[src/rtl/filt_seq_ctrl_if.sv]
// filt_seq_ctrl_if: bundles every non-clock/reset signal of filt_seq_ctrl.
//   master : controller side (filt_seq_ctrl)
//   slave  : sample source, rbuf, history/coef BRAMs and FIR filter side
// Groups: sample handshake (smp_*), rbuf trigger + BRAM port (rbuf_*),
// filter control/BRAM requests (filt_*), history BRAM (xant_*),
// coefficient BRAM (coef_*), result (res_*), status (busy, err).
interface filt_seq_ctrl_if #(
  parameter int ADDR_SIZE = 5,
  parameter int DATA_SIZE = 16,
  parameter int SEL_SIZE  = 2
);
  logic                          smp_valid;
  logic [DATA_SIZE-1:0]          smp_data;
  logic                          smp_ready;
  logic [SEL_SIZE-1:0]           filt_sel;
  logic                          dc_en;
  logic                          rbuf_start;
  logic [DATA_SIZE-1:0]          rbuf_di;
  logic [ADDR_SIZE-1:0]          rbuf_addr;
  logic                          rbuf_en;
  logic                          rbuf_we;
  logic [DATA_SIZE-1:0]          rbuf_do;
  logic                          rbuf_done;
  logic                          filt_start;
  logic                          filt_ready;
  logic                          filt_done;
  logic [DATA_SIZE-1:0]          filt_result;
  logic                          filt_dcValEn;
  logic [ADDR_SIZE-1:0]          filt_xant_addr;
  logic                          filt_xant_ce;
  logic [ADDR_SIZE-1:0]          filt_xcoefs_addr;
  logic                          filt_xcoefs_ce;
  logic                          xant_en;
  logic                          xant_we;
  logic [ADDR_SIZE-1:0]          xant_addr;
  logic [DATA_SIZE-1:0]          xant_din;
  logic                          coef_en;
  logic [SEL_SIZE+ADDR_SIZE-1:0] coef_addr;
  logic                          res_valid;
  logic [DATA_SIZE-1:0]          res_data;
  logic                          busy;
  logic                          err;

  modport master (
    input  smp_valid, smp_data, filt_sel, dc_en,
           rbuf_addr, rbuf_en, rbuf_we, rbuf_do, rbuf_done,
           filt_ready, filt_done, filt_result,
           filt_xant_addr, filt_xant_ce, filt_xcoefs_addr, filt_xcoefs_ce,
    output smp_ready, rbuf_start, rbuf_di, filt_start, filt_dcValEn,
           xant_en, xant_we, xant_addr, xant_din, coef_en, coef_addr,
           res_valid, res_data, busy, err
  );

  modport slave (
    output smp_valid, smp_data, filt_sel, dc_en,
           rbuf_addr, rbuf_en, rbuf_we, rbuf_do, rbuf_done,
           filt_ready, filt_done, filt_result,
           filt_xant_addr, filt_xant_ce, filt_xcoefs_addr, filt_xcoefs_ce,
    input  smp_ready, rbuf_start, rbuf_di, filt_start, filt_dcValEn,
           xant_en, xant_we, xant_addr, xant_din, coef_en, coef_addr,
           res_valid, res_data, busy, err
  );
endinterface

[src/rtl/filt_seq_ctrl.sv]
// filt_seq_ctrl: sequences one sample through ring buffer + FIR filter.
// Accepts a sample, pulses rbuf_start, waits rbuf_done, launches the filter
// (ap_start/ap_ready/ap_done) and captures its result as a 1-cycle res_valid.
// Owns the history BRAM port (rbuf during write, filter otherwise) and builds
// the coefficient address from the bank latched at sample accept.
// Ports: clk, rst_n (async active-low), bus (filt_seq_ctrl_if.master).
// Optional: define FILT_WDOG_EN for a WDOG_CYCLES watchdog with sticky err.
module filt_seq_ctrl #(
  parameter int M           = 23,
  parameter int ADDR_SIZE   = 5,
  parameter int DATA_SIZE   = 16,
  parameter int SEL_SIZE    = 2,
  parameter int WDOG_CYCLES = 1024
) (
  input  logic           clk,
  input  logic           rst_n,
  filt_seq_ctrl_if.master bus
);

  typedef enum logic [2:0] {IDLE, WRITE, WAIT_RBUF, START, RUN} state_t;

  state_t                state_q, state_d;
  logic                  alive_q;   // keeps smp_ready low through reset
  logic [DATA_SIZE-1:0]  di_q;
  logic [SEL_SIZE-1:0]   sel_q;
  logic                  dc_q;
  logic [DATA_SIZE-1:0]  res_q;
  logic                  resv_q;
  logic                  accept, capture, trip, wd_hit;
  logic                  xa_oor, xc_oor;

  assign accept = bus.smp_valid && bus.smp_ready;

  always_comb begin
    state_d = state_q;
    capture = 1'b0;
    trip    = 1'b0;
    case (state_q)
      IDLE:      if (accept) state_d = WRITE;
      WRITE:     state_d = bus.rbuf_done ? START : WAIT_RBUF;
      WAIT_RBUF: if (bus.rbuf_done) state_d = START;
      START: begin
        if (bus.filt_ready) begin
          if (bus.filt_done) begin
            capture = 1'b1;
            state_d = IDLE;
          end else begin
            state_d = RUN;
          end
        end
      end
      RUN: begin
        if (bus.filt_done) begin
          capture = 1'b1;
          state_d = IDLE;
        end
      end
      default:   state_d = IDLE;
    endcase
    // START->RUN is not an exit: the count keeps running into RUN.
    if (wd_hit && !capture && !(state_q == WAIT_RBUF && state_d == START)) begin
      trip    = 1'b1;
      state_d = IDLE;
    end
  end

  always_ff @(posedge clk or negedge rst_n) begin
    if (!rst_n) begin
      state_q <= IDLE;
      alive_q <= 1'b0;
      di_q    <= '0;
      sel_q   <= '0;
      dc_q    <= 1'b0;
      res_q   <= '0;
      resv_q  <= 1'b0;
    end else begin
      state_q <= state_d;
      alive_q <= 1'b1;
      resv_q  <= capture;
      if (accept) begin
        di_q  <= bus.smp_data;
        sel_q <= bus.filt_sel;
        dc_q  <= bus.dc_en;
      end
      if (capture) res_q <= bus.filt_result;
    end
  end

`ifdef FILT_WDOG_EN
  localparam int CW = $clog2(WDOG_CYCLES + 1);
  logic [CW-1:0] cnt_q;
  logic          err_q;

  assign wd_hit = (state_q inside {WAIT_RBUF, START, RUN}) &&
                  (cnt_q == CW'(WDOG_CYCLES - 1));

  always_ff @(posedge clk or negedge rst_n) begin
    if (!rst_n) begin
      cnt_q <= '0;
      err_q <= 1'b0;
    end else begin
      if ((state_d == WAIT_RBUF && state_q != WAIT_RBUF) ||
          (state_d == START && state_q != START))
        cnt_q <= '0;
      else if (state_q inside {WAIT_RBUF, START, RUN})
        cnt_q <= cnt_q + 1'b1;
      if (trip) err_q <= 1'b1;
    end
  end

  assign bus.err = err_q;
`else
  // Watchdog compiled out: never trips, waits are unbounded.
  assign wd_hit  = (WDOG_CYCLES < 0);
  assign bus.err = 1'b0;
`endif

  assign bus.smp_ready    = alive_q && (state_q == IDLE);
  assign bus.busy         = (state_q != IDLE);
  assign bus.rbuf_start   = (state_q == WRITE);
  assign bus.filt_start   = (state_q == START);
  assign bus.rbuf_di      = di_q;
  assign bus.filt_dcValEn = dc_q;
  assign bus.res_valid    = resv_q;
  assign bus.res_data     = res_q;

  // History BRAM: rbuf owns the port while the sample is being written.
  assign xa_oor = (bus.filt_xant_addr > ADDR_SIZE'(M - 1));
  always_comb begin
    bus.xant_en   = bus.filt_xant_ce;
    bus.xant_we   = 1'b0;
    bus.xant_din  = '0;
    bus.xant_addr = xa_oor ? '0 : bus.filt_xant_addr;
    if (state_q == WRITE || state_q == WAIT_RBUF) begin
      bus.xant_en   = bus.rbuf_en;
      bus.xant_we   = bus.rbuf_we;
      bus.xant_din  = bus.rbuf_do;
      bus.xant_addr = bus.rbuf_addr;
    end
  end

  // Out-of-range tap index zeroes the whole address, bank bits included.
  assign xc_oor        = (bus.filt_xcoefs_addr > ADDR_SIZE'(M - 1));
  assign bus.coef_addr = xc_oor ? '0 : {sel_q, bus.filt_xcoefs_addr};
  assign bus.coef_en   = bus.filt_xcoefs_ce && (state_q == START || state_q == RUN);

endmodule

[src/flat_wrapper.sv]
// flat-port wrapper written by rule: the top's interface ports become plain ports
module filt_seq_ctrl_flat 
#(
  parameter int M           = 23,
  parameter int ADDR_SIZE   = 5,
  parameter int DATA_SIZE   = 16,
  parameter int SEL_SIZE    = 2,
  parameter int WDOG_CYCLES = 1024
)
  (clk, rst_n, bus_smp_valid, bus_smp_data, bus_filt_sel, bus_dc_en, bus_rbuf_addr, bus_rbuf_en, bus_rbuf_we, bus_rbuf_do, bus_rbuf_done, bus_filt_ready, bus_filt_done, bus_filt_result, bus_filt_xant_addr, bus_filt_xant_ce, bus_filt_xcoefs_addr, bus_filt_xcoefs_ce, bus_smp_ready, bus_rbuf_start, bus_rbuf_di, bus_filt_start, bus_filt_dcValEn, bus_xant_en, bus_xant_we, bus_xant_addr, bus_xant_din, bus_coef_en, bus_coef_addr, bus_res_valid, bus_res_data, bus_busy, bus_err);
  filt_seq_ctrl_if #(.ADDR_SIZE(ADDR_SIZE), .DATA_SIZE(DATA_SIZE), .SEL_SIZE(SEL_SIZE)) bus_i ();
  input  logic clk;
  input  logic rst_n;
  input wire logic [$bits(bus_i.smp_valid)-1:0] bus_smp_valid;
  input wire logic [$bits(bus_i.smp_data)-1:0] bus_smp_data;
  input wire logic [$bits(bus_i.filt_sel)-1:0] bus_filt_sel;
  input wire logic [$bits(bus_i.dc_en)-1:0] bus_dc_en;
  input wire logic [$bits(bus_i.rbuf_addr)-1:0] bus_rbuf_addr;
  input wire logic [$bits(bus_i.rbuf_en)-1:0] bus_rbuf_en;
  input wire logic [$bits(bus_i.rbuf_we)-1:0] bus_rbuf_we;
  input wire logic [$bits(bus_i.rbuf_do)-1:0] bus_rbuf_do;
  input wire logic [$bits(bus_i.rbuf_done)-1:0] bus_rbuf_done;
  input wire logic [$bits(bus_i.filt_ready)-1:0] bus_filt_ready;
  input wire logic [$bits(bus_i.filt_done)-1:0] bus_filt_done;
  input wire logic [$bits(bus_i.filt_result)-1:0] bus_filt_result;
  input wire logic [$bits(bus_i.filt_xant_addr)-1:0] bus_filt_xant_addr;
  input wire logic [$bits(bus_i.filt_xant_ce)-1:0] bus_filt_xant_ce;
  input wire logic [$bits(bus_i.filt_xcoefs_addr)-1:0] bus_filt_xcoefs_addr;
  input wire logic [$bits(bus_i.filt_xcoefs_ce)-1:0] bus_filt_xcoefs_ce;
  output wire logic [$bits(bus_i.smp_ready)-1:0] bus_smp_ready;
  output wire logic [$bits(bus_i.rbuf_start)-1:0] bus_rbuf_start;
  output wire logic [$bits(bus_i.rbuf_di)-1:0] bus_rbuf_di;
  output wire logic [$bits(bus_i.filt_start)-1:0] bus_filt_start;
  output wire logic [$bits(bus_i.filt_dcValEn)-1:0] bus_filt_dcValEn;
  output wire logic [$bits(bus_i.xant_en)-1:0] bus_xant_en;
  output wire logic [$bits(bus_i.xant_we)-1:0] bus_xant_we;
  output wire logic [$bits(bus_i.xant_addr)-1:0] bus_xant_addr;
  output wire logic [$bits(bus_i.xant_din)-1:0] bus_xant_din;
  output wire logic [$bits(bus_i.coef_en)-1:0] bus_coef_en;
  output wire logic [$bits(bus_i.coef_addr)-1:0] bus_coef_addr;
  output wire logic [$bits(bus_i.res_valid)-1:0] bus_res_valid;
  output wire logic [$bits(bus_i.res_data)-1:0] bus_res_data;
  output wire logic [$bits(bus_i.busy)-1:0] bus_busy;
  output wire logic [$bits(bus_i.err)-1:0] bus_err;
  assign bus_i.smp_valid = bus_smp_valid;
  assign bus_i.smp_data = bus_smp_data;
  assign bus_i.filt_sel = bus_filt_sel;
  assign bus_i.dc_en = bus_dc_en;
  assign bus_i.rbuf_addr = bus_rbuf_addr;
  assign bus_i.rbuf_en = bus_rbuf_en;
  assign bus_i.rbuf_we = bus_rbuf_we;
  assign bus_i.rbuf_do = bus_rbuf_do;
  assign bus_i.rbuf_done = bus_rbuf_done;
  assign bus_i.filt_ready = bus_filt_ready;
  assign bus_i.filt_done = bus_filt_done;
  assign bus_i.filt_result = bus_filt_result;
  assign bus_i.filt_xant_addr = bus_filt_xant_addr;
  assign bus_i.filt_xant_ce = bus_filt_xant_ce;
  assign bus_i.filt_xcoefs_addr = bus_filt_xcoefs_addr;
  assign bus_i.filt_xcoefs_ce = bus_filt_xcoefs_ce;
  assign bus_smp_ready = bus_i.smp_ready;
  assign bus_rbuf_start = bus_i.rbuf_start;
  assign bus_rbuf_di = bus_i.rbuf_di;
  assign bus_filt_start = bus_i.filt_start;
  assign bus_filt_dcValEn = bus_i.filt_dcValEn;
  assign bus_xant_en = bus_i.xant_en;
  assign bus_xant_we = bus_i.xant_we;
  assign bus_xant_addr = bus_i.xant_addr;
  assign bus_xant_din = bus_i.xant_din;
  assign bus_coef_en = bus_i.coef_en;
  assign bus_coef_addr = bus_i.coef_addr;
  assign bus_res_valid = bus_i.res_valid;
  assign bus_res_data = bus_i.res_data;
  assign bus_busy = bus_i.busy;
  assign bus_err = bus_i.err;
  filt_seq_ctrl #(.M(M), .ADDR_SIZE(ADDR_SIZE), .DATA_SIZE(DATA_SIZE), .SEL_SIZE(SEL_SIZE), .WDOG_CYCLES(WDOG_CYCLES)) u_core (.clk(clk), .rst_n(rst_n), .bus(bus_i));
endmodule
[config.mk]
export PLATFORM = sky130hd
export DESIGN_NAME = filt_seq_ctrl_flat
export DESIGN_NICKNAME = d
export VERILOG_FILES = /design/src/rtl/filt_seq_ctrl_if.sv /design/src/rtl/filt_seq_ctrl.sv /design/src/flat_wrapper.sv
export SDC_FILE = /design/constraint.sdc
export NUM_CORES = 1
export LEC_CHECK = 0
export ABC_AREA = 1
export CAP_MARGIN = 20
export CORE_AREA = 2 2 86 88
export CTS_CLUSTER_SIZE = 8
export DETAILED_ROUTE_END_ITERATION = 7
export DIE_AREA = 0 0 88 90
export PLACE_DENSITY_LB_ADDON = 0.15
export SYNTH_ARGS = -nofsm -noshare
export SYNTH_HDL_FRONTEND = slang
export SYNTH_SLANG_ARGS = --single-unit
[constraint.sdc]
create_clock -name clk -period 1.6 [get_ports clk]
set_clock_uncertainty 0.15 [all_clocks]
set_input_delay 0.32 -clock clk [delete_from_list [all_inputs] [get_ports clk]]
set_output_delay 0.32 -clock clk [all_outputs]
set_load 0.02 [all_outputs]
==> flow_summary.yaml <==
floorplan:
  ioPinCount: 146
  rows: 31
  initial_core_util_pct: 29.25
  die-height_microns: 90
  die_area_sq_um: 7920
  dieWidth_microns: 88
  design.core.area_sq_um: 7020
timing:
  finalHoldViolCount: 0
  fin_crit_ns: 1.954
  fmax_ghz: 0.5118
  rsz0062_at_grt: "true"
  finalCritPeriodShare_pct: 122.1
  whs_ns: 0.2999
  layout_setup_ws_ns: -0.3540
  final-max-slew-violation-count: 0
  finalSetupViolations: 63
cells_and_area:
  fin_cells: 561
  area_growth_syn_to_layout_pct: 123.7
  layout_common_cells: "clkdlybuf4s50_1 (69), nand2_1 (58), dlygate4sd2_1 (38), dfrtp_1 (38), buf_6 (32)"
  num-nets-final: 537
  utilization_pct: 65.43
  mostFrequentLayoutCell: "clkdlybuf4s50_1"
  drive_gt1_share_pct: 39.83
  antenna_cells: 0
clock_tree:
  htree_levels: 2
  clk-insertion-delay-late_ns: 0.29
  clockRootBuffer: "clkbuf_8"
  clk_pin_slew_worst_paths_ns: 0.09
  cts_sinks: 40
  cts_tree: "yes"
  numCtsBuffers: 5
  clock_path_buffers: 2
routing:
  routed_wl_microns: 6866
  drt_iter0_markers: 60
  wire_per_inst_microns: 12.24
  ant_nets: 0
  viasPerCell: 4.299
  dr.pass1.iters: 6
  drc: 0
  vias: 2412
critical_path:
  crit_chain: "inv_2 -> nor2_4 -> nand2_2 -> nand2_4 -> inv_6 -> clkbuf_16 -> nor2_4 -> buf_4"
  slowest_stage: "dfrtp_1"
  r2r_cells: 11
  r2r_start: "u_core.state_q[0]$_DFFE_PN0P_"
  start_kind: "flop"
  crit_top_cell: "nor2_4"
  max_stage_delay_ns: 0.40
  critPathRequiredTime_ns: 1.13
  r2r_end: "u_core.bus.filt_dcValEn$_DFFE_PN0P_"
  worst_ep_arrival_time_ns: 1.48
  r2r_slack_ns: -0.17
  path_class: "flop to output pin"
  cp-end-kind: "output pin"
  cp_max_fo: 9
global_route:
  antenna_found_initial: 0
  grt_use_total_pct: 16.03
  grt_pass1_wl_microns: 10290
  grt_max_degree: 29
  first_global_vias: 2263
  grt_overflow: 0
pwr:
  ir_worst_vdd_mv: 0.7721
  p_leak_nw: 2.311
  fin_total_pwr_mw: 8.048
  power_density_nw_per_um2: 1752
place:
  dp_cells: 532
  globalplace.congestion: 0.8200
  dpl.hpwl_microns: 4741
  port_buffers: 144
worst_hold_path:
  holdCritPathClass: "input port to asynchronous set/reset pin"
run_status:
  status: "finished, violations left"
  violations: "setup timing"
synthesis:
  synth-seq-cells: 40
  synthCells: 271
  syn_nets: 347
  yosysUniqueCellTypes: 21
  syn_area_per_cell_sq_um: 7.576
  yosysWarnings: 0
  ys_seq_area_share_pct: 48.75
  synthesis.area_sq_um: 2053
flow_run:
  maxCapViolations: 0
per-stage QoR:
stage / TNS (ns) / worst slack (ns) / cell area [sq um]
after global placement: -22.51 / -0.6739 / 3933
after detailed placement: -23.99 / -0.7221 / 3933
after CTS: -11.84 / -0.3491 / 4182
after floorplan: -0.09435 / -0.01348 / 2191
after global routing: -17.82 / -0.4400 / 4593
final: -12.04 / -0.3540 / 4593
flip-flops by register name (all words and copies together), names as in the netlist:
register	cells
u_core.alive_q	1
u_core.bus.filt_dcValEn	1
u_core.bus.rbuf_di	16
u_core.bus.res_data	16
u_core.bus.res_valid	1
u_core.sel_q	2
u_core.state_q	3
synthesized netlist by cell type:
cell type	n	share of area, %
nand2_2	1	0.30
nor2_4	3	1.6
o21a_1	1	0.37
clkbuf_1	1	0.18
o31ai_1	1	0.37
nand3_1	46	11
o21ai_0	1	0.24
buf_2	3	0.73
nand3_4	1	0.85
inv_2	4	0.73
nand2_4	4	2.2
nand2_1	93	17
nor3_1	1	0.24
conb_1	2	0.37
dfrtp_1	40	49
nor2_1	27	4.9
buf_6	3	1.6
buf_4	4	1.5
a21oi_1	2	0.49
inv_1	31	5.7
nor2_2	2	0.61
power breakdown:
part,total (mW),internal [mW],switching (mW)
clock,0.828,0.462,0.366
sequential,1.76,1.45,0.305
combinational,5.46,2.64,2.82
how the worst max path moves through the flow:
stage / from / end / slack, ns / cells after the start
detailed placement: bus_filt_xcoefs_addr[0] / bus_coef_addr[5] / -0.72 / 5
global placement: bus_filt_xcoefs_addr[0] / bus_coef_addr[6] / -0.67 / 5
CTS: u_core.state_q[1]$_DFFE_PN0P_ / bus_xant_din[10] / -0.35 / 8
floorplan: u_core.state_q[2]$_DFFE_PN0P_ / bus_xant_din[0] / -0.01 / 6
global route: u_core.state_q[1]$_DFFE_PN0P_ / bus_xant_din[6] / -0.44 / 8
finish: u_core.state_q[1]$_DFFE_PN0P_ / bus_xant_din[11] / -0.35 / 8
cells by family (layout without fill, tap and decap cells):
kind of cell / count (synthesis) / count (layout) / share of synthesized area (%)
AOI/OAI and AO/OA: 5 / 5 / 1.463
buffers and inverters: 46 / 233 / 10.42
DFF: 40 / 40 / 48.75
other: 2 / 2 / 0.3658
and+or+nand+nor: 178 / 182 / 39.00
worst max-delay path, delay by kind of cell (launching register included):
kind,cells,cell delay (ns)
buffers and inverters,4,0.55
DFF,1,0.40
and+or+nand+nor,4,0.24
timing repair:
item / CTS / global route
cloned: 4 / 4
endpoints found under the hold margin: 12 / 0
resized for setup: 248 / 70
pin swaps: 8 / 17
hold buffers: 1 / 0
setup endpoints to repair: 107 / 73
buffers inserted: 2 / 10
routing by layer:
metal	GRT usage, %	share of wire [%]	wire [microns]	up-vias
li1	-	-	-	1214
met3	4.591	9.2	632	2
met1	19.71	42	2877	1097
met4	3.846	0.42	29	0
met2	27.34	48	3326	99
met5	0	0	0	-
final cells by class:
type / count / area [sq um]
fillers: 620 / 2427
multi-input cells: 189 / 1289
flip-flops and latches: 40 / 1003
repair buffers: 190 / 1929
clock buffers: 5 / 68.82
well taps: 99 / 123.9
inverters: 35 / 136.4
clock inverters: 3 / 42.54
Note: power is estimated with default switching activity, not from simulation.
